[config.mk]
export PLATFORM = sky130hd
export DESIGN_NAME = lsu
export DESIGN_NICKNAME = d
export VERILOG_FILES = /design/src/rtl/lsu.sv
export SDC_FILE = /design/constraint.sdc
export NUM_CORES = 1
export LEC_CHECK = 0
export ABC_AREA = 1
export CAP_MARGIN = 10
export CELL_PAD_IN_SITES_DETAIL_PLACEMENT = 0
export CELL_PAD_IN_SITES_GLOBAL_PLACEMENT = 1
export CORE_MARGIN = 5
export CORE_UTILIZATION = 30
export CTS_BUF_LIST = sky130_fd_sc_hd__clkbuf_4
export CTS_CLUSTER_DIAMETER = 200
export DETAILED_ROUTE_END_ITERATION = 7
export GPL_ROUTABILITY_DRIVEN = 0
export PLACE_DENSITY_LB_ADDON = 0.1
export SLEW_MARGIN = 10
export SYNTH_ARGS = -nofsm -noshare
export SYNTH_HDL_FRONTEND = slang
export SYNTH_SLANG_ARGS = --single-unit
[constraint.sdc]
create_clock -name clk -period 2.22 [get_ports clk]
set_input_delay 0.222 -clock clk [delete_from_list [all_inputs] [get_ports clk]]
set_output_delay 0.222 -clock clk [all_outputs]
set_load 0.02 [all_outputs]
[src/rtl/lsu.sv]
// Load/store unit: a single outstanding access, word-aligned memory port, byte/halfword lane handling.
// Misaligned accesses and load timeouts complete with err=1 and rdata=0.
module lsu #(
  parameter int unsigned TIMEOUT = 255
) (
  input  logic        clk,
  input  logic        rst_n,
  input  logic        req_valid,
  output logic        req_ready,
  input  logic [3:0]  mem_wen,
  input  logic [2:0]  ld_sel,
  input  logic [31:0] addr,
  input  logic [31:0] wdata,
  output logic        resp_valid,
  output logic [31:0] rdata,
  output logic        err,
  output logic        stall,
  output logic        dmem_req,
  input  logic        dmem_gnt,
  output logic [31:0] dmem_addr,
  output logic [3:0]  dmem_we,
  output logic [31:0] dmem_wdata,
  input  logic        dmem_rvalid,
  input  logic [31:0] dmem_rdata
);

  localparam logic [1:0] IDLE = 2'd0;
  localparam logic [1:0] REQ  = 2'd1;
  localparam logic [1:0] WAIT = 2'd2;
  localparam logic [1:0] RESP = 2'd3;

  localparam logic [2:0] LD_B  = 3'd0;
  localparam logic [2:0] LD_H  = 3'd1;
  localparam logic [2:0] LD_W  = 3'd2;
  localparam logic [2:0] LD_BU = 3'd3;
  localparam logic [2:0] LD_HU = 3'd4;

  // Counter only needs to reach TIMEOUT-1: the final WAIT cycle decides abort.
  localparam int unsigned CNT_W = (TIMEOUT > 1) ? $clog2(TIMEOUT) : 1;
  localparam logic [CNT_W-1:0] CNT_LAST = CNT_W'(TIMEOUT - 1);

  function automatic logic [3:0] base_mask(input logic [3:0] wen);
    case (wen)
      4'h0:    return 4'h0;
      4'h1:    return 4'h1;
      4'h3:    return 4'h3;
      default: return 4'hF;
    endcase
  endfunction

  function automatic logic [2:0] norm_sel(input logic [2:0] s);
    return (s > LD_HU) ? LD_W : s;
  endfunction

  function automatic logic misaligned(input logic [3:0] mask, input logic [2:0] sel,
                                      input logic [1:0] off);
    logic half, word;
    half = (mask == 4'h3) || ((mask == 4'h0) && ((sel == LD_H) || (sel == LD_HU)));
    word = (mask == 4'hF) || ((mask == 4'h0) && (sel == LD_W));
    return (half && off[0]) || (word && (off != 2'b00));
  endfunction

  function automatic logic [31:0] store_data(input logic [3:0] mask, input logic [31:0] wd);
    case (mask)
      4'h1:    return {4{wd[7:0]}};
      4'h3:    return {2{wd[15:0]}};
      default: return wd;
    endcase
  endfunction

  function automatic logic [31:0] load_ext(input logic [2:0] sel, input logic [1:0] off,
                                           input logic [31:0] word);
    logic [7:0]  b;
    logic [15:0] h;
    b = word[{off, 3'b000} +: 8];
    h = off[1] ? word[31:16] : word[15:0];
    case (sel)
      LD_B:    return {{24{b[7]}}, b};
      LD_H:    return {{16{h[15]}}, h};
      LD_BU:   return {24'b0, b};
      LD_HU:   return {16'b0, h};
      default: return word;
    endcase
  endfunction

  logic [1:0]       state_q, state_d;
  logic [CNT_W-1:0] cnt_q, cnt_d;
  logic [31:0]      rdata_q, rdata_d;
  logic             err_q, err_d;
  logic [1:0]       off_q;
  logic [2:0]       sel_q;
  logic             load_q;
  logic [31:0]      daddr_q;
  logic [3:0]       we_q;
  logic [31:0]      wdata_q;

  logic             accept;
  logic [3:0]       mask_in;
  logic [2:0]       sel_in;
  logic             mis_in;

  assign accept  = req_valid && (state_q == IDLE);
  assign mask_in = base_mask(mem_wen);
  assign sel_in  = norm_sel(ld_sel);
  assign mis_in  = misaligned(mask_in, sel_in, addr[1:0]);

  always_comb begin
    state_d = state_q;
    cnt_d   = cnt_q;
    rdata_d = rdata_q;
    err_d   = err_q;
    case (state_q)
      IDLE: begin
        if (accept) begin
          if (mis_in) begin
            state_d = RESP;
            err_d   = 1'b1;
            rdata_d = 32'h0;
          end else begin
            state_d = REQ;
          end
        end
      end
      REQ: begin
        if (dmem_gnt) begin
          if (load_q) begin
            state_d = WAIT;
            cnt_d   = '0;
          end else begin
            state_d = RESP;
            err_d   = 1'b0;
            rdata_d = 32'h0;
          end
        end
      end
      WAIT: begin
        // Data arriving on the last allowed cycle still wins over the abort.
        if (dmem_rvalid) begin
          state_d = RESP;
          err_d   = 1'b0;
          rdata_d = load_ext(sel_q, off_q, dmem_rdata);
        end else if (cnt_q == CNT_LAST) begin
          state_d = RESP;
          err_d   = 1'b1;
          rdata_d = 32'h0;
        end else begin
          cnt_d = cnt_q + CNT_W'(1);
        end
      end
      default: state_d = IDLE;
    endcase
  end

  always_ff @(posedge clk) begin
    if (!rst_n) begin
      state_q <= IDLE;
      cnt_q   <= '0;
      rdata_q <= 32'h0;
      err_q   <= 1'b0;
      off_q   <= 2'b00;
      sel_q   <= LD_B;
      load_q  <= 1'b0;
      daddr_q <= 32'h0;
      we_q    <= 4'h0;
      wdata_q <= 32'h0;
    end else begin
      state_q <= state_d;
      cnt_q   <= cnt_d;
      rdata_q <= rdata_d;
      err_q   <= err_d;
      if (accept) begin
        off_q   <= addr[1:0];
        sel_q   <= sel_in;
        load_q  <= (mask_in == 4'h0);
        daddr_q <= {addr[31:2], 2'b00};
        we_q    <= mask_in << addr[1:0];
        wdata_q <= store_data(mask_in, wdata);
      end
    end
  end

  assign req_ready  = (state_q == IDLE);
  assign stall      = (state_q != IDLE);
  assign dmem_req   = (state_q == REQ);
  assign resp_valid = (state_q == RESP);
  assign rdata      = rdata_q;
  assign err        = err_q;
  assign dmem_addr  = daddr_q;
  assign dmem_we    = we_q;
  assign dmem_wdata = wdata_q;

endmodule
## Word-level counts from Yosys, hierarchy flattened

Cells that the tools add are included.

| storage, ports and cells | value |
|---|---|
| register bits after elaboration | 115 |
| input bits | 108 |
| output and inout port bits | 105 |
| logic and storage cells | 88 |

| cells by class | value |
|---|---|
| $add $sub $neg | 1 |
| order comparisons | 1 |
| equality and inequality tests | 23 |
| shift-type cells | 2 |
| muxes and demuxes | 31 |
| reduce and logical (&&, ||, !) cells | 20 |

Operator list:

| kind | number |
|---|---|
| 2-to-1 mux 32 bit | 6 |
| case mux 32 bit (4 select lines) | 1 |
| case mux 32 bit (3 select lines) | 1 |
| case mux 32 bit (2 select lines) | 1 |
| 2-to-1 mux 8 bit | 4 |
| variable part select 32 x 6 -> 8 bit | 1 |
| 2-to-1 mux 16 bit | 1 |
| case mux 8 bit (2 select lines) | 1 |
| case mux 4 bit (3 select lines) | 1 |
| 2-to-1 mux 2 bit | 5 |
| adder 8 x 1 -> 8 bit (second input constant) | 1 |
| equality test 4 x 1 -> 1 bit (second input constant) | 2 |
| equality test 4 x 2 -> 1 bit (second input constant) | 2 |
| equality test 8 bit (second input constant) | 1 |
| zero test 4 bit | 2 |
| inequality test 2 x 1 -> 1 bit (second input constant) | 4 |
| 2-to-1 mux 1 bit | 7 |
| equality test 3 x 1 -> 1 bit (second input constant) | 2 |
| equality test 3 x 2 -> 1 bit (second input constant) | 2 |
| equality test 3 bit (second input constant) | 2 |
| inequality test 2 bit (second input constant) | 3 |
| case mux 2 bit (3 select lines) | 1 |
| AND reduction 6 bit | 1 |
| nonzero test 2 bit | 3 |
| 15 further kinds | 23 |

## Logic depth before layout (Yosys ltp)

| depth | value |
|---|---|
| depth in word-level cells | 11 |
| depth in mapped cells | 14 |
| gate-level depth less buffers | 13 |

## Worst setup path after synthesis

OpenSTA, ideal clock, no wires.

| timing path | value |
|---|---|
| path type | reg-to-reg |
| from | register state_q[0] |
| to | register rdata_q[16] (netlist: rdata[16]) |
| library setup time | 111 ps |
| arrival time | 1759 ps |
| data required time | 2109 ps |
| setup slack | 349 ps |
| cell stages (with the launch flop) | 13 |
| path buffers | 2 |
| period minus slack after synthesis | 1871 ps |
| cell sequence | dfxtp_1 > inv_1 > ha_1 > inv_1 > o21ai_0 > inv_1 > nand3b_1 > nor2_2 > nand2_2 > buf_6 > buf_6 > nor2_1 > nor2_1 |

| between the ends | value |
|---|---|
| longest elaborated chain between the ends | 4 |
| elaborated cells on any way between the ends | 12 |
| classes of those cells | 7 x eq/ne; 1 x mux; 4 x reduce/logical |

RTL lines:

| element | RTL line | text |
|---|---|---|
| from (decl) | 86 | `logic [1:0] state_q, state_d;` |
| from (signal assigned) | 167 | `state_q <= state_d;` |
| zero test 2 bit * | - |  |
| via req_ready | 9 | `output logic req_ready,` |
| logical AND 1 bit | 102 | `assign accept = req_valid && (state_q == IDLE);` |
| inequality test 2 x 1 -> 1 bit (no source line) | - |  |
| AND reduction 6 bit (no source line) | - |  |
| to (signal assigned) | 169 | `rdata_q <= rdata_d;` |
| to (decl) | 88 | `logic [31:0] rdata_q, rdata_d;` |

The timed path passes the listed nets; every way through them passes the cells marked *.
A chain may end at the register's enable or synchronous reset.

## Worst setup path in the final report

| timing path | value |
|---|---|
| from | register state_q[1] |
| to | output port dmem_req |

| between the ends | value |
|---|---|
| longest elaborated chain between the ends | 1 |

RTL lines:

| element | RTL line | text |
|---|---|---|
| equality test 2 x 1 -> 1 bit | 184 | `assign dmem_req = (state_q == REQ);` |
| to (decl) | 18 | `output logic dmem_req,` |

No other way between the ends.

==> impl_results.md <==
* Outcome: finished, final reports clean
* Post-Synth Adder-Cell Area at 1.319%
* Die X at 147.8 µm
* Critical path type: flop to primary output
* Fmax at 490.1 MHz
* Clock Path Buffers at 2
* Clock Latency Late Sink at 0.52 ns
* Final hold vios at 0
* Worst r2r src: state_q[0]$_SDFFE_PN0P_
* Initial antenna violation count at 2
* CTS tree: yes
* Synth Register Bits at 115
* Crit path buf inv count at 2
* Final HPWL DP at 14.46 mm
* Util after Layout at 44.52%
* Core area at 0.01871 mm²
* Most frequent cells in the layout: nand2_1 (208), clkdlybuf4s50_1 (207), nor2_1 (197)
* Slowest CP cell: clkdlybuf4s50_1
* Min Hold Slack at 0.1424 ns
* End of the worst register-to-register path: cnt_q[3]$_SDFFE_PN0P_
* Iteration-0 DRC Markers at 212
* Startpoint Class: flop
* CP arrival at 1.82 ns
* Io pins at 213
* Setup skew after layout at 0.02036 ns
* Crit path max fanout at 4
* Place WS at 0.2227 ns
* Slowest stage delay, CP at 0.65 ns
* IO buf count at 210
* DP Cell Count at 1309
* Cell depth of the worst setup path at 3
* Die extent in y at 147.8 µm
* Post-synth top area cell: dfxtp_1
* Xor and xnor fraction of the mapped netlist area at 0%
* Initial Util at 30.43%
* Crit. End Element: primary output
* H-tree levels at 4
* Largest net degree at the start of global routing at 62
* Yosys top cell area share at 40.44%
* Area Overhead vs Synth at 46.29%
* Layout cell share with drive strength beyond 1 at 7.136%
* Final Non-Filler Cells at 1342
* Pwr dens at 1228 mW/mm²
* Post-synthesis mux area share at 0%
* Required @ worst endpoint at 2.00 ns
* Simple-gate portion of the synthesized area at 33.65%
* Setup TNS Final at 0 ns
* Max rail drop VDD at 0.0007077 V
* Register-to-Register Path Depth at 9
* Synth warn at 0
* Total Wirelength at 19.26 mm
* Max Cap Violations at 0
* DR pass1 iterations at 5
* P_leak at 3.704 nW
* Final setup fails at 0
* Final instance area at 0.008328 mm²
* Post-Syn Instances at 889
* DR WL/cell at 14.35 µm
* # hold bufs at CTS at 0
* Largest family of logic cells by synthesized area: simple AND/OR/NAND/NOR gates
* RSZ-0062 raised after global routing: no
* Most common library cell in the layout ignoring fill and taps: nand2_1
* Inserted Clock Buffers at 17
* Synth Area in Compound Gates at 14.46%
* Clock Sinks at 115
* Critical path endpoint: dmem_req
* CTS root buf: clkbuf_4
* Seq/Total Area, Yosys at 40.44%
* Final worst path period share at 91.90%
* Total track usage at 17.62%
* Global-route wire length before repair at 30.72 mm
* Crit path cell chain: inv_1 > ha_1 > clkdlybuf4s50_1
* # rows at 50
* Top delay family on crit path: buffers and inverters
* Die footprint at 0.02183 mm²
* Nets at 1208
* Overall Power at 10.23 mW
* Register-to-register setup slack at 0.32 ns
* Critical Path Source: state_q[1]$_SDFFE_PN0P_
* Post-DR vias/cell at 4.488
* Post-DRT Antenna Nets at 0
* Final min period at 2.040 ns
* Final Max Slew Viols at 0
* Reg clk slew, reported paths at 0.11 ns
* Syn avg cell area at 6.404 µm²
* Vias at 6023
* Synth cell types at 31
* Top cells by area, synth: dfxtp_1 (40%), nand2_1 (14%), nor2_1 (13%), o21ai_0 (6.2%), inv_1 (5.9%)
* Area after DPL at 0.008060 mm²
* Grt ovf at 0
* Drc violations at 0
* Hold Crit Class: input pin to flop
* Mapped Area at 0.005693 mm²
* Final WS setup at 0.1798 ns
* Vias in the first global route at 5832
==> cell usage after synthesis (all sizes together) <==
cell	n
nand3	40
a211oi	1
nand2	217
o22ai	1
inv	93
o21ai	71
clkinv	4
a31oi	9
o211ai	16
a21o	1
dfxtp	115
clkbuf	28
ha	6
nand3b	3
nor3	5
nor3b	1
a21oi	51
nand4	1
or2	8
nor2	201
buf	16
conb	1
==> metal layers <==
layer	part of all wire, %	track usage (%)	vias to the layer above
li1	-	-	3203
met1	43	21.25	2627
met2	45	28.29	171
met3	9.3	7.817	20
met4	1.9	5.499	2
met5	0.057	0	-
==> area by class of cell <==
type | instances | area [µm²]
flip-flops and latches | 115 | 2302
clock buffers | 18 | 135.1
fillers | 2005 | 10380
well taps | 234 | 292.8
diodes | 1 | 2.502
inverters | 97 | 364.1
repair buffers | 229 | 2278
multi-input cells | 634 | 2824
clock inverters | 14 | 128.9
==> report_power, final <==
| part | switching [mW] | internal (mW) |
|---|---|---|
| registers | 0.371 | 2.73 |
| logic | 3.31 | 2.34 |
| clock network | 0.899 | 0.580 |
| total | 4.58 | 5.64 |
==> worst min path at each step <==
stage,cells past startpoint,to,slack [ns],from
after floorplan,2,sel_q[0]$_SDFFE_PN0P_,0.37,ld_sel[0]
after global placement,2,dmem_we[3]$_SDFFE_PN0P_,0.45,dmem_we[3]$_SDFFE_PN0P_
after detailed placement,2,dmem_we[1]$_SDFFE_PN0P_,0.46,dmem_we[1]$_SDFFE_PN0P_
after CTS,3,cnt_q[7]$_SDFFE_PN0P_,0.09,rst_n
after global routing,4,cnt_q[3]$_SDFFE_PN0P_,0.1,rst_n
final,3,cnt_q[7]$_SDFFE_PN0P_,0.14,rst_n
==> sequential cells by signal (all words and copies together), names as in the netlist <==
signal,flops
cnt_q,8
dmem_addr,30
dmem_wdata,32
dmem_we,4
err,1
load_q,1
off_q,2
rdata,32
sel_q,3
state_q,2
==> worst reg2reg max path: stages, from the launching register on <==
cell,delay [ns]
dfxtp_1,0.41
inv_1,0.08
ha_1,0.33
nand3_1,0.11
nor2_1,0.11
nand2_1,0.14
inv_1,0.15
nand2_1,0.12
or2_2,0.29
a21oi_1,0.11
==> logic make-up (layout without fill, tap and decap cells) <==
kind of cell,after synthesis,in the layout
adder cells (fa/ha/maj),6,6
AO/OA/AOI/OAI,150,150
other,1,3
AND/OR/NAND/NOR,476,476
buffers and inverters,141,358
flip-flops,115,115
==> repair_timing <==
| action | in CTS | in global routing |
|---|---|---|
| endpoints found under the hold margin | 0 | 0 |
| gates resized for setup | 1 | 1 |
| buffers inserted | 0 | 0 |
| setup endpoints to repair | 1 | 1 |
Note: power is estimated with default switching activity, not from simulation.
==> RTL change: new RTL, same settings <==
`TIMEOUT`: 255 -> 510.
--- a/src/rtl/lsu.sv
+++ b/src/rtl/lsu.sv
@@ -2,5 +2,5 @@
 // Misaligned accesses and load timeouts complete with err=1 and rdata=0.
 module lsu #(
-  parameter int unsigned TIMEOUT = 255
+  parameter int unsigned TIMEOUT = 510
 ) (
   input  logic        clk,
Function: same outputs for any inputs over 4 cycles, from zero or initial values and one cycle with rst_n low; that may be too few to reach the edited logic, so the function may still have changed.
==> RTL change against the unedited design <==
Via count increased by 1.2%; sequential share of layout area decreased by 0.36 points; total power is 0.80% higher; worst setup slack got worse by 0.022 ns; clock power increased by 5%; area after synthesis up 2.8%; fmax shrank 1.1%; cell count up 2.9%; largest power group unchanged; highest routed layer unchanged; design area is 2.2% higher; core utilization fell by 0.50 points; critical endpoint unchanged; sequential cell count up 1; routed wire length rose by 0.79%.
==> RTL change: results (changes against the unedited design) <==
** Run status
- Result of the run :: complete, no violations

** Final layout
- The filler cell count is 2129 (+6.2%).
- Share of cells above drive strength 1 :: 7.53% (+0.40 points)
- The final net count is 1216 (+0.66%).
- Register Area :: 2320 um^2 (+0.87%)

** Synthesis
- Count of cell types in the netlist :: 40 (+29%)
- After synthesis, the most frequently instantiated cells are sky130_fd_sc_hd__nand2_1, sky130_fd_sc_hd__nor2_1, sky130_fd_sc_hd__dfxtp_1, sky130_fd_sc_hd__inv_1, sky130_fd_sc_hd__o21ai_0.
- In the post-synthesis netlist, the biggest area contributors are sky130_fd_sc_hd__dfxtp_1, sky130_fd_sc_hd__nand2_1, sky130_fd_sc_hd__nor2_1, sky130_fd_sc_hd__o21ai_0, sky130_fd_sc_hd__inv_1.
- Sequential cell area fraction in the yosys report :: 39.7% (-0.76 points)

** Drt
- The detailed router's first-iteration violation count is 251 (+18%).
- Average wire length per cell after detail routing :: 14.1 um (-2.1%)
- The via count normalized by instance count is 4.41 (-1.7%).
- Metal2 WL :: 8.66 mm (-1.1%)
- The routed length on met1 is 8.58 mm (+3.1%).
- The routed length on met3 is 1.89 mm (+5.3%).
- The highest layer touched by signal routing is met5.

** Worst setup path
- Reg-to-reg endpoint :: rdata[3]
- The flop-to-flop setup slack is 0.29 ns (-0.03 ns).
- The length in cells of the worst reg-to-reg path was 12 (+3).
- The top fanout value on the critical path was 4 (unchanged).
- The data arrival time of the critical path is 1.84 ns (+0.02 ns).

** Global route
- Maximum number of pins on one net before global-route repair :: 45 (-27%)
- Met2 capacity usage during global routing :: 27.9% (-0.44 points)
- The fraction of met3 tracks used by global routing is 7.66% (-0.16 points).
- The first-pass GRT wire length came to 31.2 mm (+1.6%).
- The combined global-route utilization of all metal layers was 17.5% (-0.11 points).
- The global routing usage on met1 came to 21.6% (+0.34 points).

** Place
- Post-detailed-placement half-perimeter wirelength :: 14.3 mm (-0.88%)
- Area after detailed placement :: 8220 um^2 (+2.0%)
- The worst slack after detailed placement is 0.177 ns (-0.0456 ns).

** Timing
- The minimum hold slack came to 0.291 ns (+0.148 ns).
- The largest clock skew in the final design is 0.0184 ns (-0.00196 ns).

** Power and ir drop
- Relative contribution of the clock network to total power :: 15.1% (+0.6 points)
- Pint :: 5780 uW (+2.3%)
- The peak supply drop came to 0.000396 V (-44%).
- The leakage component of the power came to 0.00373 uW (+0.72%).

** Worst hold path
- Startpoint of the tightest hold check path :: addr[21]
- Destination of the worst hold path :: dmem_addr[21]

** Clocking
- The clock latency at the later pin of the worst-skew pair came to 0.54 ns (+0.02 ns).
- Buffer levels on the longest clock path :: 2 (unchanged)
[RTL change: cells by family after synthesis]
| group | count (synthesis) | synth area share, % |
|---|---|---|
| and+or+nand+nor | 507 | 36.2 |
| AOI/OAI and AO/OA | 133 | 12.6 |
| buffers and inverters | 131 | 9.88 |
| DFF | 116 | 39.7 |
| adders and majority gates | 6 | 1.28 |
| xor gates and xnor gates | 2 | 0.299 |
| other | 1 | 0.0641 |
[RTL change: cell type report]
cell class | instances | share of cell area, %
Multi-Input combinational cell | 650 | 34.8
Timing Repair Buffer | 230 | 26.8
Clock inverter | 13 | 1.60
Clock buffer | 19 | 1.68
Antenna cell | 1 | 0.0294
Sequential cell | 116 | 27.3
Tap cell | 265 | 3.90
Inverter | 87 | 3.90
[RTL change: repair_timing]
action,CTS,global route
setup buffers,0,0
hold buffers,1,0
gates resized for setup,2,0
setup endpoints to repair,2,0
endpoints found under the hold margin,5,0
[RTL change: how the worst max path moves through the flow]
| stage | start | to | slack, ns | depth (start not counted) |
|---|---|---|---|---|
| floorplan | state_q[0] | rdata[13] | 0.35 | 13 |
| global placement | addr[0] | rdata[13] | 0.26 | 10 |
| detailed placement | mem_wen[0] | rdata[3] | 0.18 | 10 |
| CTS | state_q[1] | dmem_req | 0.09 | 3 |
| global route | state_q[0] | rdata[3] | 0.003 | 12 |
| finish | state_q[1] | dmem_req | 0.16 | 3 |
[RTL change: per-stage QoR]
step           cells  power (uW)
6_report        1381       10300
5_1_grt         1381       11200
2_1_floorplan    897        6680
3_3_place_gp    1347        8900
4_1_cts         1380       10500
3_5_place_dp    1347        8890
[RTL change: worst min-delay path: stages]
cell	delay, ns
sky130_fd_sc_hd__clkdlybuf4s50_1	0.39
sky130_fd_sc_hd__o21ai_0	0.15
sky130_fd_sc_hd__nor2_1	0.04
